===== src/rtl/bus_rr_arbiter.sv =====
// Round-robin arbiter sharing one req/cmd/addr/wdata/ack slave port between N masters.
// Optional read-response watchdog is compiled in with `define ARB_TIMEOUT_EN.
module bus_rr_arbiter #(
  parameter int N_MASTERS = 2,
  parameter int ADDR_W    = 32,
  parameter int DATA_W    = 32,
  parameter int TIMEOUT   = 16
) (
  input  logic                          clk,
  input  logic                          rst,
  input  logic [N_MASTERS-1:0]          m_req,
  input  logic [N_MASTERS-1:0]          m_cmd,
  input  logic [N_MASTERS*ADDR_W-1:0]   m_addr,
  input  logic [N_MASTERS*DATA_W-1:0]   m_wdata,
  output logic [N_MASTERS-1:0]          m_ack,
  output logic [N_MASTERS-1:0]          m_resp,
  output logic [DATA_W-1:0]             m_rdata,
  output logic                          s_req,
  output logic                          s_cmd,
  output logic [ADDR_W-1:0]             s_addr,
  output logic [DATA_W-1:0]             s_wdata,
  input  logic                          s_ack,
  input  logic                          s_resp,
  input  logic [DATA_W-1:0]             s_rdata,
  output logic [N_MASTERS-1:0]          grant,
  output logic                          timeout_err,
  output logic [1:0]                    dbg_state
);

  localparam int PW = (N_MASTERS > 1) ? $clog2(N_MASTERS) : 1;
  localparam int DB_WORDS = (DATA_W + 31) / 32;
  localparam logic [DB_WORDS*32-1:0] DB_FULL = {DB_WORDS{32'hDEADBEEF}};
  localparam logic [DATA_W-1:0] DB_DATA = DB_FULL[DATA_W-1:0];

  generate
    if (N_MASTERS < 2 || N_MASTERS > 8 || TIMEOUT < 1) begin : g_bad_param
      $error("bus_rr_arbiter: N_MASTERS must be 2..8 and TIMEOUT >= 1");
    end
  endgenerate

  typedef enum logic [1:0] {
    S_IDLE = 2'd0,
    S_REQ  = 2'd1,
    S_WAIT = 2'd2
  } state_t;

  // Handshake: a master holds m_req until its m_ack; the slave pulses s_ack
  // once while s_req is high, then (reads only) pulses s_resp at least one
  // cycle later. The owner keeps the grant until the whole transaction ends.

  state_t          state;
  logic [N_MASTERS-1:0] grant_q;
  logic [PW-1:0]   ptr;
  logic [PW-1:0]   own;
  logic [PW-1:0]   win;
  logic            wd_fire;

  assign grant     = grant_q;
  assign dbg_state = state;

  // First requester strictly after the last winner, wrapping around.
  always_comb begin
    logic found;
    found = 1'b0;
    win   = ptr;
    for (int k = 1; k <= N_MASTERS; k++) begin
      if (!found && m_req[(int'(ptr) + k) % N_MASTERS]) begin
        win   = PW'((int'(ptr) + k) % N_MASTERS);
        found = 1'b1;
      end
    end
  end

  always_comb begin
    s_req   = 1'b0;
    s_cmd   = 1'b0;
    s_addr  = '0;
    s_wdata = '0;
    m_ack   = '0;
    m_resp  = '0;
    m_rdata = '0;
    case (state)
      S_REQ: begin
        s_req   = m_req[own];
        s_cmd   = m_cmd[own];
        s_addr  = m_addr[int'(own)*ADDR_W +: ADDR_W];
        s_wdata = m_wdata[int'(own)*DATA_W +: DATA_W];
        m_ack[own] = s_ack & m_req[own];
      end
      S_WAIT: begin
        if (s_resp) begin
          m_resp[own] = 1'b1;
          m_rdata     = s_rdata;
        end else if (wd_fire) begin
          m_resp[own] = 1'b1;
          m_rdata     = DB_DATA;
        end
      end
      default: ;
    endcase
  end

  always_ff @(posedge clk or negedge rst) begin
    if (!rst) begin
      state   <= S_IDLE;
      grant_q <= '0;
      ptr     <= PW'(N_MASTERS - 1);
      own     <= '0;
    end else begin
      case (state)
        S_IDLE: begin
          if (|m_req) begin
            grant_q <= {{(N_MASTERS-1){1'b0}}, 1'b1} << win;
            ptr     <= win;
            own     <= win;
            state   <= S_REQ;
          end
        end
        S_REQ: begin
          // An abandoned request takes priority over a coincident ack.
          if (!m_req[own]) begin
            state   <= S_IDLE;
            grant_q <= '0;
          end else if (s_ack) begin
            if (m_cmd[own]) begin
              state   <= S_IDLE;
              grant_q <= '0;
            end else begin
              state   <= S_WAIT;
            end
          end
        end
        S_WAIT: begin
          if (s_resp || wd_fire) begin
            state   <= S_IDLE;
            grant_q <= '0;
          end
        end
        default: begin
          state   <= S_IDLE;
          grant_q <= '0;
        end
      endcase
    end
  end

`ifdef ARB_TIMEOUT_EN
  localparam int WD_W = $clog2(TIMEOUT + 1);
  logic [WD_W-1:0] wd;
  logic            terr_q;

  assign wd_fire     = (state == S_WAIT) && (wd == WD_W'(TIMEOUT));
  assign timeout_err = terr_q;

  always_ff @(posedge clk or negedge rst) begin
    if (!rst) begin
      wd     <= '0;
      terr_q <= 1'b0;
    end else begin
      if (state == S_REQ && s_ack && m_req[own] && !m_cmd[own]) begin
        wd <= '0;
      end else if (state == S_WAIT && !wd_fire) begin
        wd <= wd + WD_W'(1);
      end
      // A real response in the firing cycle wins over the timeout.
      if (wd_fire && !s_resp) begin
        terr_q <= 1'b1;
      end
    end
  end
`else
  assign wd_fire     = 1'b0;
  assign timeout_err = 1'b0;
`endif

endmodule


===== config.mk =====
export PLATFORM = sky130hd
export DESIGN_NAME = bus_rr_arbiter
export DESIGN_NICKNAME = d
export VERILOG_FILES = /design/src/rtl/bus_rr_arbiter.sv
export SDC_FILE = /design/constraint.sdc
export NUM_CORES = 1
export LEC_CHECK = 0
export CAP_MARGIN = 20
export CORE_AREA = 2 2 106 108
export DETAILED_ROUTE_END_ITERATION = 8
export DIE_AREA = 0 0 108 110
export GPL_TIMING_DRIVEN = 1
export PLACE_DENSITY = 0.71
export SETUP_SLACK_MARGIN = 0.1
export SLEW_MARGIN = 0
export SYNTH_ARGS = -nofsm -noshare
export SYNTH_HDL_FRONTEND = slang
export SYNTH_SLANG_ARGS = --single-unit

===== constraint.sdc =====
create_clock -name clk -period 3.3 [get_ports clk]
set_input_delay 0.495 -clock clk [delete_from_list [all_inputs] [get_ports clk]]
set_output_delay 0.495 -clock clk [all_outputs]
set_load 0.1 [all_outputs]

==> metrics <==
Die Footprint=11,900 µm²; largest net degree at the start of global routing=44; R2R setup slack=approximately 1.7 ns; most crowded layer after global routing=met2; slowest library cell on the worst path=dfrtp_4; die width=108 µm; DR iter-0 viols=62; Layout Utilization=44.0%; Post-CTS Setup Inserts=0; WL final=~9300 µm; crit end category=primary output; crit-path cells=buf_12 -> mux2i_1 -> nor2_2 -> buf_4; Seq/Total Area, Yosys=about a tenth; peak supply drop=between 0.7 and 0.8 mV; ys async rst share=100%; TritonCTS clock tree=done; Hold WS=between 0.5 and 0.6 ns; Antenna Nets Post-Route=0; Synth top cells by count=nor2_1, mux2i_1, and2_1; port buffer count=273; layout cells sized above 1=26.4%; All-Layer GR Usage=14.1%; Placeable Area=10,700 µm²; Setup Viol. Count Final=0; Post-synth EDFFs=0; Post-DP HPWL=~8100 µm; row count=38; Synth Cell Area=1590 µm²; hold-fix buffer count after cts=0; design area=between 4000 and 5000 µm²; met1 global-route usage=15.9%; H-tree levels=1; synthesized flop and latch total=6; TritonCTS Sinks=6; Final GP Congestion=~0.77; # resized after CTS=0; Crit Path Max Fanout=43; Leakage Power=2.13 nW; CTS Buf Count=3; wire length per cell=about 15 µm; number of global-route vias before repair=2,595; DRC viols=0; diodes inserted=0; Syn Nets=around 390; routed vias=2,609; remaining global-route overflow=0; clk_lat worst skew=0.22 ns; crit path launch type=flip-flop; Crit. Startpoint=own$_DFFE_PN0P_; top post-synthesis cells by area=mux2i_1, nor2_1, and2_1; Setup CP Type=flip-flop to primary output; Req. time, crit path=2.80 ns; Hold Fails Final Rpt=0; num ports=275; clk slew on worst S/H paths=0.04 ns; FMAX=407 MHz; Rel. slew slack=35.1%; DR pass1 iterations=4; initial antenna violation count=0; Die Span Y=110 µm; Gate Count Post-Synth=around 220; syn_area_per_cell=7.08 µm²; synth-to-layout area growth=197%; Worst Path Arrival=1.96 ns; Synth Flop Type=dfrtp_1; HP Class=primary input to async pin; Netlist cell types=31; max_cap viols=0; Synth area leader=mux2i_1; status=finished, final reports clean; DR vias/cell=4.18; Max Slew Vio Count=0; top-count cell post-synth=nor2_1; met3 global-route usage=about 2.8%; Worst Skew=0.00171 ns; Total Power=4.81 mW; Layout Nets=653; Initial Util=roughly 15%; Yosys warnings=0; clock buffer depth=2; first-pass GRT wire length=13,400 µm; CP peak stage delay=around 0.76 ns; share of the synthesized area in the top cell type=around two fifths; Final min period=around 2.5 ns; root buffer cell=clkbuf_8; RSZ-0062 raised after global routing=no; Least-Margin Pin Slew=0.970 ns; placed cell areas=around 4700 µm²; Tcrit/Tclk final=between 70% and 80%; P per Cell Area=1020 nW/µm²; FF-to-FF Start=own$_DFFE_PN0P_; routing usage on met2=28.0%
metrics by stage:
stage	setup slack [ns]	TNS (ns)	instances
detailed placement	0.914	0	620
global route	0.713	0	624
global placement	0.959	0	620
CTS	0.821	0	624
floorplan	-0.0779	-3.89	224
finish	0.841	0	624
layout by cell type, fill, tap and decap left out, drive strengths merged, types with 3 or more instances in the layout:
cell type and instances:
clkdlybuf4s50 169, buf 108, nor2 66, mux2i 65, and2 34, a21oi 6
dfrtp 5, clkbuf 4, nor3b 3, nand2b 3
worst max-delay path: cells and delay by family (launching register included):
family / cells / cell delay [ns]
buffers and inverters: 2 / 0.58
multiplexers: 1 / 0.27
AND/OR/NAND/NOR: 1 / 0.06
flip-flops: 1 / 0.76
logic make-up (layout without fill, tap and decap cells):
kind of cell | Yosys count | after routing | synth area share, %
buf+inv | 23 | 283 | 7.58
compound gates | 15 | 15 | 6.16
flops | 6 | 6 | 9.55
simple gates | 113 | 113 | 34.5
mux | 66 | 66 | 42.0
other cells | 1 | 1 | 0.237
sequential cells by signal, indices dropped and copies added, names as in the netlist:
| register | flops |
|---|---|
| dbg_state | 2 |
| grant | 2 |
| own | 1 |
| ptr | 1 |
routing by layer:
| metal | up-vias | share of wire, % |
|---|---|---|
| met5 | - | 0 |
| met4 | 0 | 0.23 |
| met3 | 2 | 9.8 |
| met2 | 177 | 53 |
| met1 | 1163 | 37 |
| li1 | 1267 | - |
path summary, 6_finish.rpt:
check	to	depth (start not counted)
max	s_addr[4]	4
min	own$_DFFE_PN0P_	1
max reg2reg	dbg_state[1]$_DFFE_PN0P_	3
min reg2reg	grant[0]$_DFFE_PN0P_	2
max in group asynchronous	ptr$_DFFE_PN1P_	1
min in group clk	grant[0]$_DFFE_PN0P_	2
area by class of cell:
cell class | count | area [µm²]
clock buffers | 4 | 45.0
fillers | 1048 | 5990
inverters | 2 | 7.51
multi-input cells | 195 | 1360
flip-flops and latches | 6 | 155
well taps | 140 | 175
repair buffers | 277 | 2970
report_power, final:
group          total (mW)  switching [mW]  internal [mW]
registers           0.246           0.134          0.113
clock network       0.114          0.0312         0.0830
logic                4.45            3.36           1.09
total                4.81            3.53           1.28
Note: power is estimated with default switching activity, not from simulation.
